## config.mk

```make
export PLATFORM = sky130hd
export DESIGN_NAME = ipr_arb
export DESIGN_NICKNAME = d
export VERILOG_FILES = /design/src/rtl/ipr_arb.sv
export SDC_FILE = /design/constraint.sdc
export NUM_CORES = 1
export LEC_CHECK = 0
export ABC_AREA = 1
export BUFFER_PORTS_ARGS = -buffer_cell sky130_fd_sc_hd__buf_4
export CAP_MARGIN = 15
export CORE_ASPECT_RATIO = 1.5
export CORE_MARGIN = 2
export CORE_UTILIZATION = 41
export CTS_BUF_LIST = sky130_fd_sc_hd__clkbuf_4
export DETAILED_ROUTE_END_ITERATION = 7
export PLACE_DENSITY = 0.85
export SYNTH_ARGS = -nofsm -noshare
export SYNTH_HDL_FRONTEND = slang
export SYNTH_SLANG_ARGS = --single-unit
```

## constraint.sdc

```tcl
create_clock -name clk -period 1.9 [get_ports clk]
set_input_delay 0.095 -clock clk [delete_from_list [all_inputs] [get_ports clk]]
set_output_delay 0.095 -clock clk [all_outputs]
set_load 0.05 [all_outputs]
```

## src/rtl/ipr_arb.sv

```systemverilog
// Round-robin arbiter funnelling NUM_PORTS LSU requesters onto one IPR FIFO port, one transaction in flight.
// Minimum 3 cycles per transaction; ISSUE stalls indefinitely on m_gnt=0, WAIT stalls until m_rvalid.
module ipr_arb #(
  parameter int NUM_PORTS = 4,
  parameter int DW        = 32
) (
  input  logic                    clk,
  input  logic                    rst_n,
  input  logic [NUM_PORTS-1:0]    s_req,
  input  logic [NUM_PORTS-1:0]    s_we,
  input  logic [NUM_PORTS*DW-1:0] s_wdata,
  output logic [NUM_PORTS-1:0]    s_gnt,
  output logic [NUM_PORTS-1:0]    s_rvalid,
  output logic [DW-1:0]           s_rdata,
  output logic                    m_req,
  output logic                    m_we,
  output logic [DW-1:0]           m_wdata,
  input  logic                    m_gnt,
  input  logic                    m_rvalid,
  input  logic [DW-1:0]           m_rdata,
  output logic                    busy,
  output logic [15:0]             txn_cnt
);
  localparam int IW = $clog2(NUM_PORTS);

  typedef enum logic [1:0] {IDLE, ISSUE, WAIT} state_t;

  state_t          state_q, state_d;
  logic [IW-1:0]   last_q, last_d;
  logic [IW-1:0]   sel_q, sel_d;
  logic            we_q, we_d;
  logic [DW-1:0]   wdata_q, wdata_d;
  logic [15:0]     cnt_q, cnt_d;

  logic [IW-1:0]   win;
  logic            found;

  // Search upward from the port after the last one granted.
  always_comb begin
    found = 1'b0;
    win   = '0;
    for (int i = 0; i < NUM_PORTS; i++) begin
      logic [IW-1:0] idx;
      idx = IW'((int'(last_q) + 1 + i) % NUM_PORTS);
      if (!found && s_req[idx]) begin
        found = 1'b1;
        win   = idx;
      end
    end
  end

  always_comb begin
    state_d = state_q;
    last_d  = last_q;
    sel_d   = sel_q;
    we_d    = we_q;
    wdata_d = wdata_q;
    cnt_d   = cnt_q;
    case (state_q)
      IDLE: begin
        if (found) begin
          sel_d   = win;
          we_d    = s_we[win];
          wdata_d = s_wdata[int'(win)*DW +: DW];
          state_d = ISSUE;
        end
      end
      ISSUE: begin
        if (m_gnt) begin
          last_d  = sel_q;
          state_d = WAIT;
        end
      end
      WAIT: begin
        if (m_rvalid) begin
          cnt_d   = cnt_q + 16'd1;
          state_d = IDLE;
        end
      end
      default: state_d = IDLE;
    endcase
  end

  always_ff @(posedge clk or negedge rst_n) begin
    if (!rst_n) begin
      state_q <= IDLE;
      last_q  <= IW'(NUM_PORTS - 1);
      sel_q   <= '0;
      we_q    <= 1'b0;
      wdata_q <= '0;
      cnt_q   <= '0;
    end else begin
      state_q <= state_d;
      last_q  <= last_d;
      sel_q   <= sel_d;
      we_q    <= we_d;
      wdata_q <= wdata_d;
      cnt_q   <= cnt_d;
    end
  end

  // Outputs decode from the state register so an async reset clears them at once.
  always_comb begin
    m_req    = (state_q == ISSUE);
    m_we     = (state_q == ISSUE) && we_q;
    m_wdata  = (state_q == ISSUE) ? wdata_q : '0;
    s_gnt    = (state_q == ISSUE) ? (NUM_PORTS'(m_gnt) << sel_q) : '0;
    s_rvalid = (state_q == WAIT) ? (NUM_PORTS'(m_rvalid) << sel_q) : '0;
    s_rdata  = m_rdata;
    busy     = (state_q != IDLE);
    txn_cnt  = cnt_q;
  end

endmodule

```

Word-level counts from Yosys, hierarchy flattened

Cells that the tools add are included.

$add $sub $neg: 5
Order comparisons: 5
Eq/ne operators: 5
Shift-type cells: 3
Muxes and demuxes: 25
Reductions and logical operators: 13

Operator list:

| cell                                                | number |
|---|---|
| variable part select 128 x 8 -> 32 bit              | 1 |
| two-way mux 32 bit                                  | 1 |
| adder 16 x 1 -> 16 bit (second input constant)      | 1 |
| < comparator 2 x 3 -> 1 bit (second input constant) | 5 |
| two-way mux 2 bit                                   | 7 |
| binary-select mux 1 bit (select 2 bit)              | 5 |
| two-way mux 1 bit                                   | 9 |
| two-way mux 4 bit                                   | 2 |
| left shift 1 x 2 -> 4 bit                           | 2 |
| adder 2 bit (second input constant)                 | 3 |
| one-hot mux 2 bit (3 select lines)                  | 1 |
| AND reduction 2 bit                                 | 3 |
| logical AND 1 bit                                   | 4 |
| != test 2 bit (second input constant)               | 2 |
| logical NOT 1 bit                                   | 3 |
| AND reduction 3 bit                                 | 1 |
| adder 2 x 1 -> 2 bit (second input constant)        | 1 |
| == test 2 x 1 -> 1 bit (second input constant)      | 1 |
| == test 2 bit (second input constant)               | 1 |
| logical NOT 2 bit                                   | 1 |
| != test 2 x 1 -> 1 bit (second input constant)      | 1 |
| nonzero test 2 bit                                  | 1 |

Bits in registers: 55
Output and inout port bits: 91
Logic and storage cells: 62

Logic depth before layout (Yosys ltp)

Gate-level depths: netlist (run 1).

Word-level depth: 15
Gate-level depth with buffers: 18

Worst setup path after synthesis (run 1)

Ideal clock, no wire load.

Kind: register -> output
Start point: register state_q[0]
End point: output m_wdata[10]
Arrival time: 2405 ps
Path slack: -600 ps
Stages on the path, launching flop included: 6
Cell sequence: dfrtp_1 inv_1 nor2_1 clkinv_1 clkbuf_1 nor2_1

Cells in the longest elaborated chain, start to end: 2

RTL lines:

| item                   | RTL line | RTL |
|---|---|---|
| from (decl)            | 28       | `state_t state_q, state_d;` |
| from (signal assigned) | 93       | `state_q <= state_d;` |
| == test 2 x 1 -> 1 bit | -        |  |
| named net m_req        | 15       | `output logic m_req,` |
| two-way mux 32 bit     | 106      | `m_wdata = (state_q == ISSUE) ? wdata_q : '0;` |
| to (decl)              | 17       | `output logic [DW-1:0] m_wdata,` |

The timed path passes the listed nets, and every way through them passes these cells.

Final worst setup path (run 1)

Start point: register last_q[0]
End point: register wdata_q[4]

Cells in the longest elaborated chain, start to end: 14
Elaborated cells on any way between the ends: 28
Those cells by class: 4 x add/sub; 1 x shift; 16 x mux; 7 x reduce/logical

RTL lines:

| item                                                                 | RTL line | RTL |
|---|---|---|
| from (decl)                                                          | 29       | `logic [IW-1:0] last_q, last_d;` |
| from (signal assigned)                                               | 87       | `last_q <= IW'(NUM_PORTS - 1);` |
| from (signal assigned)                                               | 94       | `last_q <= last_d;` |
| adder 2 x 1 -> 2 bit (*)                                             | 44       | `idx = IW'((int'(last_q) + 1 + i) % NUM_PORTS);` |
| parallel branches: the longest is 13 deep, another holds adder 2 bit | -        |  |
| to (signal assigned)                                                 | 97       | `wdata_q <= wdata_d;` |
| to (decl)                                                            | 32       | `logic [DW-1:0] wdata_q, wdata_d;` |

Mark *: on every way between the ends. The select of a mux whose other input is x is not followed.
A chain may end at the register's enable or synchronous reset.

==> out/summary.txt, run 1 <==
status - finished with violations
failing checks - negative setup slack
FMAX - 0.451 GHz
final setup fails - 36
worst-path cell chain - buf_6, inv_8, nand2_2, nand2_2, nand2_2, nand2_4, nor2_4, nand3_4, nand3_4, nand2_8, buf_16, or2_2, nand3_1, nand3_1
Post-DRT Antenna Nets - 0
Buf+Inv Stages, Crit Path - 3
post-synthesis register bit count - 55
Crit Path Max Fanout - 32
detailed-route vias per instance - 4.79
Post-synth EDFFs - 0
syn_nets - 866
fraction of layout cells with a size suffix above 1 - 0.382
Final Hold Viols - 0
clock root buffer - clkbuf_4
GRT Total Usage - 0.255
Site Rows - 46
Slew Limit Fails - 0
PD cells - 1970 mW/mm^2
clk buf depth - 2
synthesis-to-layout area growth - 56.9%
Final nets - 1094
Avg Inst Size Synth - 6.41 um^2
Hold WC Path Type - primary input to flip-flop
mapped cell area - 0.00444 mm^2
HPWL after DPL - 10000 um
largest net degree at the start of global routing - 56
Post-synth ARST share - 1.00
antenna cells - 0
area leader, netlist - dfrtp_1
IO Count - 263
critical path class - flip-flop to flip-flop
Final Util - 0.658
vias in the first global route - 5219
Tmin final - 2.22 ns
final period utilization - 1.17
Routed Wire Length - 15300 um
Worst VDD drop - 0.00112 V
Post-Syn Instances - 693
Max stage delay cell, worst path - dfstp_2
Worst Path Required - 2.20 ns
most frequently used cell type in the post-synthesis netlist - nand2_1
worst slack at placement - -0.314 ns
post-synthesis sequential area ratio - 0.311
Residual DRC - 0
Clk pin slew, worst setup/hold paths - 0.18 ns
Clock Latency Late Sink - 0.39 ns
CTS Sinks - 55
RSZ-0062 raised after global routing - yes
Leakage - 3.89 nW
CP arrival - 2.52 ns
Synth cell types - 36
CTS tree - built
Synth area leaders - dfrtp_1 (30%), nand2_1 (15%), nand3_1 (14%)
Setup crit end kind - flip-flop
GPL Wtd Cong - 0.876
chip width - 89.0 um
buffers added on ports - 198
overall die height - 131 um
commonest cells in the netlist - nand2_1 (172), inv_1 (138), nand3_1 (122), dfrtp_1 (53), nor2_1 (44)
setup TNS - -9.22 ns
antenna violations before repair - 0
Max transition margin - 0.522
die area - 0.0117 mm^2
setup ws final - -0.318 ns
first-pass GRT wire length - 23800 um
GRT Residual Overflow - 0
max incr delay on CP - 0.59 ns
core box area - 0.0106 mm^2
cts bufs inserted - 5
predominant post-synthesis flop cell - dfrtp_1
yosys warns - 0
vias - 5104
CP most frequent cell - nand2_2
max cap viols - 0
Slew @ Worst Pin - 0.717 ns
delay-heaviest family, CP - simple AND/OR/NAND/NOR gates
Wirelength per Cell - 14.4 um
Initial Util - 0.419
H-tree depth reported by CTS - 2
share of the synthesized area in the top cell type - 0.299
clk_skew - 0.0124 ns
Worst Setup Start Kind - flip-flop
DR pass1 iterations - 5
DRT iter0 DRCs - 269
## power breakdown
group	internal, mW	switching [mW]
clock	0.149	0.411
sequential	1.70	0.318
combinational	4.67	6.50
total	6.51	7.23
## layout make-up
cell class	instances	area [um^2]
Fill cell	918	3630
Tap cell	144	180
Timing Repair Buffer	284	2460
Multi-Input combinational cell	434	2340
Inverter	141	541
Clock inverter	3	25.0
Clock buffer	5	37.5
Sequential cell	55	1380
## worst min-delay path, stage by stage
cell	delay, ns
buf_4	0.08
inv_1	0.03
nand2_1	0.05
nand3_1	0.07
nand3_1	0.06
## final timing paths
check                             from     endpoint  slack (ns)  cells past startpoint
hold / removal             s_wdata[38]   wdata_q[6]        0.02                      5
max in group asynchronous        rst_n   txn_cnt[0]        1.12                      2
setup reg to reg             last_q[0]   wdata_q[4]       -0.32                     14
hold reg to reg            wdata_q[25]  wdata_q[25]        0.50                      2
min in group asynchronous        rst_n  txn_cnt[10]        0.28                      2
setup / recovery             last_q[0]   wdata_q[4]       -0.32                     14
## stage by stage
| stage | cell area [um^2] | power [mW] | hold WS (ns) | cells |
|---|---|---|---|---|
| after global routing | 6960 | 14.8 | 0.00254 | 1066 |
| after floorplan | 4510 | 8.89 | -0.201 | 693 |
| after CTS | 6790 | 13.4 | 0.000101 | 1060 |
| after global placement | 5960 | 10.6 | 0.190 | 997 |
| final | 6960 | 13.7 | 0.0173 | 1066 |
| after detailed placement | 5960 | 10.8 | 0.190 | 997 |
## flip-flops by register name (all words and copies together), names as in the netlist
signal   flops
wdata_q     32
txn_cnt     16
last_q       2
sel_q        2
state_q      2
we_q         1
## repair_timing
item                                    4_1_cts  5_1_grt
resized for setup                            41       32
gates cloned                                  4        0
hold buffers                                 40        1
pin swaps                                     2        3
hold endpoints to repair                     73        1
buffers inserted                             12        5
endpoints found under the setup margin       36       66
## layout by cell type, fill, tap and decap left out, types with 5 or more instances in the layout
cell           Yosys  routed
buf_4             37     220
dlygate4sd3_1      0      41
buf_12             0       5
nor2_2             2      23
nor3_2             0       6
buf_6              7      10
or2_0             16      16
nand3_2            0       9
dfrtp_1           53      51
xor2_1             9       9
nand3_1          122     112
or2_1              7       7
or2_2             21      19
nand2_2            8      18
inv_1            138     136
nor2_1            44      20
nand2_1          172     158
buf_16             0       5
clkbuf_4           0       5
## per-layer routing
layer | GRT usage | up-vias | routed length, um
li1 | - | 2497 | -
met1 | 0.267 | 2323 | 5360
met2 | 0.458 | 201 | 8350
met3 | 0.0402 | 83 | 710
met4 | 0.154 | 0 | 877
met5 | 0 | - | 0
## cell families (layout without fill, tap and decap cells)
logic type / after synthesis / count (layout) / synth area share
AOI/OAI and AO/OA: 10 / 10 / 0.0135
xor gates and xnor gates: 14 / 14 / 0.0276
adders and majority gates: 1 / 1 / 0.00282
buffers and inverters: 204 / 433 / 0.218
DFF: 55 / 55 / 0.311
muxes: 1 / 1 / 0.00254
and+or+nand+nor: 408 / 408 / 0.424
(Power assumes the default switching activity.)
==> run 2: changes to the inputs <==
--- a/config.mk
+++ b/config.mk
@@ -10,10 +10,9 @@
 export CAP_MARGIN = 15
 export CORE_ASPECT_RATIO = 1.5
 export CORE_MARGIN = 2
-export CORE_UTILIZATION = 41
-export CTS_BUF_LIST = sky130_fd_sc_hd__clkbuf_4
+export CORE_UTILIZATION = 40
 export DETAILED_ROUTE_END_ITERATION = 7
-export PLACE_DENSITY = 0.85
+export PLACE_DENSITY = 0.84
 export SYNTH_ARGS = -nofsm -noshare
 export SYNTH_HDL_FRONTEND = slang
 export SYNTH_SLANG_ARGS = --single-unit
==> out/summary.txt, run 2 (synthesized netlist as in run 1, its figures left out) <==
fin cells - 1027 (was 1066)
Biggest register - wdata_q (unchanged)
Crit Path Max Fanout - 41 (was 32)
# placed instances - 1001 (was 997)
Switching Power - 7.16 mW (was 7.23 mW)
H-tree depth reported by CTS - 2 (unchanged)
clk_skew - 0.00420 ns (was 0.0124 ns)
die area - 0.0120 mm^2 (was 0.0117 mm^2)
Slew @ Worst Pin - 0.756 ns (was 0.717 ns)
critical path class - flip-flop to flip-flop (unchanged)
Leakage - 3.72 nW (was 3.89 nW)
DRT iter0 DRCs - 237 (was 269)
antenna cells - 0 (unchanged)
Slew Limit Fails - 0 (unchanged)
fillers - 990 (was 918)
Final nets - 1052 (was 1094)
Reg power frac - 0.150 (was 0.147)
buffers added on ports - 198 (unchanged)
clock root buffer - clkbuf_16 (was clkbuf_4)
CTS tree - built (unchanged)
hold_sp - m_rvalid (was s_wdata[38])
GRT Residual Overflow - 0 (unchanged)
vias in the first global route - 4709 (was 5219)
Routed Wire Length - 14200 um (was 15300 um)
Site Rows - 47 (was 46)
max cap viols - 0 (unchanged)
fraction of layout cells with a size suffix above 1 - 0.400 (was 0.382)
vias - 4973 (was 5104)
status - finished with violations (unchanged)
Worst R2R Start - last_q[0] (unchanged)
clock power share - 0.070 (was 0.041)
hold_ws - 0.0294 ns (was 0.0173 ns)
clk buf depth - 2 (unchanged)
Clock Latency Late Sink - 0.30 ns (was 0.39 ns)
worst setup path startpoint - last_q[0] (unchanged)
final setup fails - 36 (unchanged)
GPL Wtd Cong - 0.911 (was 0.876)
Sw Ratio - 0.526 (about the same)
setup ws final - -0.296 ns (was -0.318 ns)
overall die height - 133 um (was 131 um)
Wirelength per Cell - 13.9 um (was 14.4 um)
DR pass1 iterations - 5 (unchanged)
detailed-route vias per instance - 4.84 (was 4.79)
PD cells - 2060 mW/mm^2 (was 1970 mW/mm^2)
HPWL after DPL - 10200 um (was 10000 um)
Worst Setup Start Kind - flip-flop (unchanged)
largest net degree at the start of global routing - 56 (unchanged)
chip width - 90.0 um (was 89.0 um)
Max transition margin - 0.496 (was 0.522)
P_int - 6.47 mW (was 6.51 mW)
core box area - 0.0109 mm^2 (was 0.0106 mm^2)
Gate power share - 0.781 (was 0.813)
Initial Util - 0.406 (was 0.419)
Hold WC Path Type - primary input to flip-flop (unchanged)
FMAX - 0.455 GHz (was 0.451 GHz)
cts bufs inserted - 5 (unchanged)
Worst VDD drop - 0.00116 V (was 0.00112 V)
synthesis-to-layout area growth - 48.8% (was 56.9%)
first-pass GRT wire length - 21300 um (was 23800 um)
commonest non-fill, non-tap cell in the layout - buf_4 (unchanged)
failing checks - negative setup slack (unchanged)
max reg flops - 32 (unchanged)
most frequent cells in the layout - buf_4 (217), nand2_1 (156), inv_1 (135) (was buf_4 (220), nand2_1 (158), inv_1 (136))
IO Count - 263 (unchanged)
RSZ-0062 raised after global routing - yes (unchanged)
final period utilization - 1.16 (was 1.17)
Worst Path Required - 2.08 ns (was 2.20 ns)
GRT Total Usage - 0.218 (was 0.255)
Final Hold Viols - 0 (unchanged)
Tmin final - 2.20 ns (was 2.22 ns)
antenna violations before repair - 0 (unchanged)
Setup crit end kind - flip-flop (unchanged)
Clk pin slew, worst setup/hold paths - 0.07 ns (was 0.18 ns)
CTS Sinks - 55 (unchanged)
Post-DRT Antenna Nets - 0 (unchanged)
R2R Setup Slk - -0.30 ns (was -0.32 ns)
Residual DRC - 0 (unchanged)
CP arrival - 2.37 ns (was 2.52 ns)
[run 2: changes by cell type in the layout (fill, tap and decap cells not counted), sizes merged]
| cell | change |
|---|---|
| buf | -6 |
| clkbuf | +3 |
| clkinv | -2 |
| clkinvlp | +1 |
| dlygate4sd3 | -39 |
| inv | +1 |
[run 2: repair_timing]
| item | 4_1_cts | 5_1_grt |
|---|---|---|
| gates resized for setup | 39 | 33 |
| setup endpoints to repair | 37 | 61 |
| buffers inserted | 6 | 4 |
| pin swaps | 9 | 2 |
| hold endpoints to repair | 53 | 1 |
| hold buffers | 1 | 1 |
| gates cloned | 2 | 4 |
[run 2: path summary, 6_finish.rpt]
check / end / depth (start not counted)
hold / removal: state_q[1] / 2
max in group asynchronous: txn_cnt[0] / 2
setup / recovery: wdata_q[12] / 14
hold reg to reg: txn_cnt[15] / 1
setup reg to reg: wdata_q[12] / 14
min in group asynchronous: txn_cnt[13] / 2
[run 2: layout make-up]
| class | count | area [um^2] | share of cell area |
|---|---|---|---|
| repair buffers | 242 | 2000 | 0.303 |
| flip-flops and latches | 55 | 1380 | 0.209 |
| clock buffers | 5 | 125 | 0.0189 |
| clock inverters | 3 | 23.8 | 0.00360 |
| well taps | 147 | 184 | 0.0278 |
| multi-input cells | 434 | 2350 | 0.355 |
| inverters | 141 | 543 | 0.0822 |
[run 2: routing by layer]
layer	global-route usage	part of all wire
met2	0.436	0.56
met3	0.0279	0.049
met4	0.0974	0.040
met1	0.219	0.36
met5	0	0
[run 2: worst max-delay path, cell delays in order, from the launching register on]
cell     delay, ns
dfstp_2       0.58
buf_12        0.12
inv_8         0.04
nand2_2       0.05
nand2_2       0.07
nand2_2       0.09
nand2_4       0.06
nor2_4        0.12
nand3_4       0.10
nand3_4       0.10
nand2_8       0.10
buf_12        0.17
or2_2         0.27
nand3_1       0.08
nand3_1       0.09
[run 2: per-stage QoR]
| step | utilization | setup slack (ns) | power (mW) | TNS (ns) | cell area, um^2 |
|---|---|---|---|---|---|
| 6_report | 0.604 | -0.296 | 13.6 | -8.41 | 6610 |
| 5_1_grt | 0.604 | -0.385 | 14.6 | -12.23 | 6610 |
| 4_1_cts | 0.583 | -0.231 | 12.8 | -6.55 | 6380 |
| 2_1_floorplan | - | -0.0989 | 8.89 | -4.27 | 4510 |
| 3_3_place_gp | 0.547 | -0.244 | 10.8 | -6.99 | 5980 |
| 3_5_place_dp | 0.547 | -0.325 | 11.0 | -9.77 | 5980 |
[run 2: power groups by stage]
stage	registers [mW]	clock network [mW]	logic, mW
5_1_grt	2.09	1.01	11.5
6_report	2.04	0.949	10.6
3_5_place_dp	2.07	0	8.90
3_3_place_gp	2.04	0	8.77
4_1_cts	2.03	0.980	9.81
2_1_floorplan	2.09	0	6.80
==> run 3: changes to the inputs <==
--- a/config.mk
+++ b/config.mk
@@ -12,6 +12,7 @@
 export CORE_MARGIN = 2
 export CORE_UTILIZATION = 40
 export DETAILED_ROUTE_END_ITERATION = 7
+export MAX_ROUTING_LAYER = met4
 export PLACE_DENSITY = 0.84
 export SYNTH_ARGS = -nofsm -noshare
 export SYNTH_HDL_FRONTEND = slang
==> out/summary.txt, run 3 (synthesized netlist as in run 1, its figures left out) <==
status - finished with violations (unchanged)
failing checks - negative setup slack (unchanged)
Initial Util - 0.406 (unchanged)
Clock Latency Late Sink - 0.30 ns (about the same)
RSZ-0062 raised after global routing - yes (unchanged)
clk buf depth - 2 (unchanged)
critical path class - flip-flop to flip-flop (unchanged)
total power - 14.3 mW (was 13.6 mW)
vias - 4994 (was 4973)
max reg flops - 32 (unchanged)
commonest non-fill, non-tap cell in the layout - buf_4 (unchanged)
Slew @ Worst Pin - 0.757 ns (was 0.756 ns)
worst slack at placement - -0.325 ns (unchanged)
Wirelength per Cell - 14.4 um (was 13.9 um)
Post-DRT Antenna Nets - 0 (unchanged)
detailed-route vias per instance - 4.85 (was 4.84)
DR pass1 iterations - 6 (was 5)
setup ws final - -0.318 ns (was -0.296 ns)
CP arrival - 2.40 ns (was 2.37 ns)
Final Util - 0.618 (was 0.604)
CTS Sinks - 55 (unchanged)
Clk pin slew, worst setup/hold paths - 0.07 ns (about the same)
overall die height - 133 um (unchanged)
DRT iter0 DRCs - 252 (was 237)
core box area - 0.0109 mm^2 (unchanged)
worst setup path startpoint - last_q[0] (unchanged)
chip width - 90.0 um (unchanged)
fraction of layout cells with a size suffix above 1 - 0.416 (was 0.400)
Hold WC Path Type - primary input to flip-flop (unchanged)
H-tree depth reported by CTS - 2 (unchanged)
cts bufs inserted - 5 (unchanged)
Worst VDD drop - 0.00123 V (was 0.00116 V)
Routed Wire Length - 14800 um (was 14200 um)
IO Count - 263 (unchanged)
FMAX - 0.451 GHz (was 0.455 GHz)
GPL Wtd Cong - 0.926 (was 0.911)
final period utilization - 1.17 (was 1.16)
vias in the first global route - 4715 (was 4709)
Worst R2R Start - last_q[0] (unchanged)
Final nets - 1054 (was 1052)
setup TNS - -9.04 ns (was -8.41 ns)
Worst Setup Start Kind - flip-flop (unchanged)
die area - 0.0120 mm^2 (unchanged)
buffers added on ports - 198 (unchanged)
CTS tree - built (unchanged)
first-pass GRT wire length - 21200 um (was 21300 um)
Slew Limit Fails - 0 (unchanged)
largest net degree at the start of global routing - 56 (unchanged)
clock root buffer - clkbuf_16 (unchanged)
Biggest register - wdata_q (unchanged)
GRT Total Usage - 0.224 (was 0.218)
clk_skew - 0.00638 ns (was 0.00420 ns)
antenna violations before repair - 0 (unchanged)
most frequent cells in the layout - buf_4 (219), nand2_1 (157), inv_1 (135) (was buf_4 (217), nand2_1 (156), inv_1 (135))
Crit Path Max Fanout - 21 (was 41)
Worst Path Required - 2.08 ns (about the same)
Final Hold Viols - 0 (unchanged)
HPWL after DPL - 10200 um (unchanged)
hold_sp - m_rvalid (unchanged)
antenna cells - 0 (unchanged)
Max transition margin - 0.495 (was 0.496)
final setup fails - 36 (unchanged)
Site Rows - 47 (unchanged)
PD cells - 2120 mW/mm^2 (was 2060 mW/mm^2)
GRT Residual Overflow - 0 (unchanged)
Tmin final - 2.22 ns (was 2.20 ns)
Residual DRC - 0 (unchanged)
synthesis-to-layout area growth - 52.3% (was 48.8%)
max cap viols - 0 (unchanged)
Setup crit end kind - flip-flop (unchanged)
Leakage - 3.79 nW (was 3.72 nW)
[run 3: final cells by class]
cell class	count	area (um^2)
inverters	141	543
clock buffers	5	125
multi-input cells	434	2430
fillers	963	4180
repair buffers	244	2070
clock inverters	3	23.8
flip-flops and latches	55	1380
well taps	147	184
[run 3: power breakdown]
group / internal [mW] / switching, mW / total (mW)
Sequential: 1.70 / 0.345 / 2.05
Combinational: 4.70 / 6.63 / 11.3
Clock: 0.495 / 0.459 / 0.954
Total: 6.90 / 7.43 / 14.3
[run 3: repair_timing]
item,4_1_cts,5_1_grt
endpoints found under the hold margin,53,1
buffers inserted,6,5
endpoints found under the setup margin,37,61
pin swaps,9,2
cloned,2,5
hold buffers,1,1
gates resized for setup,39,51
[run 3: per-layer routing]
metal,vias up,share of wire,global-route usage
met5,-,0,-
met4,0,0.040,0.100
met3,60,0.051,0.0239
met2,201,0.55,0.433
met1,2304,0.36,0.222
li1,2429,-,-
[run 3: path summary, 6_finish.rpt]
path                       cells past startpoint     endpoint  slack, ns
max                                           14   wdata_q[4]      -0.32
min                                            2   state_q[1]       0.03
min in group asynchronous                      2  txn_cnt[13]       0.39
max in group asynchronous                      2   txn_cnt[0]       0.95
max reg2reg                                   14   wdata_q[4]      -0.32
min reg2reg                                    1  txn_cnt[15]       0.48
[run 3: worst max-delay path, cell delays in order, from the launching register on]
cell	delay (ns)
dfstp_2	0.58
buf_12	0.12
inv_8	0.04
nand2_2	0.05
nand2_2	0.07
nand2_2	0.09
nand2_4	0.06
nor2_4	0.12
nand3_4	0.10
nand3_4	0.10
nand2_8	0.12
clkbuf_16	0.20
or2_2	0.28
nand3_2	0.07
nand3_2	0.07
[run 3: stage by stage]
stage	cells	instance area, um^2	hold WS, ns
after floorplan	693	4510	-0.201
after global placement	1001	5980	0.190
after detailed placement	1001	5980	0.190
after CTS	1018	6380	0.00856
after global routing	1029	6760	0.0361
final	1029	6760	0.0293
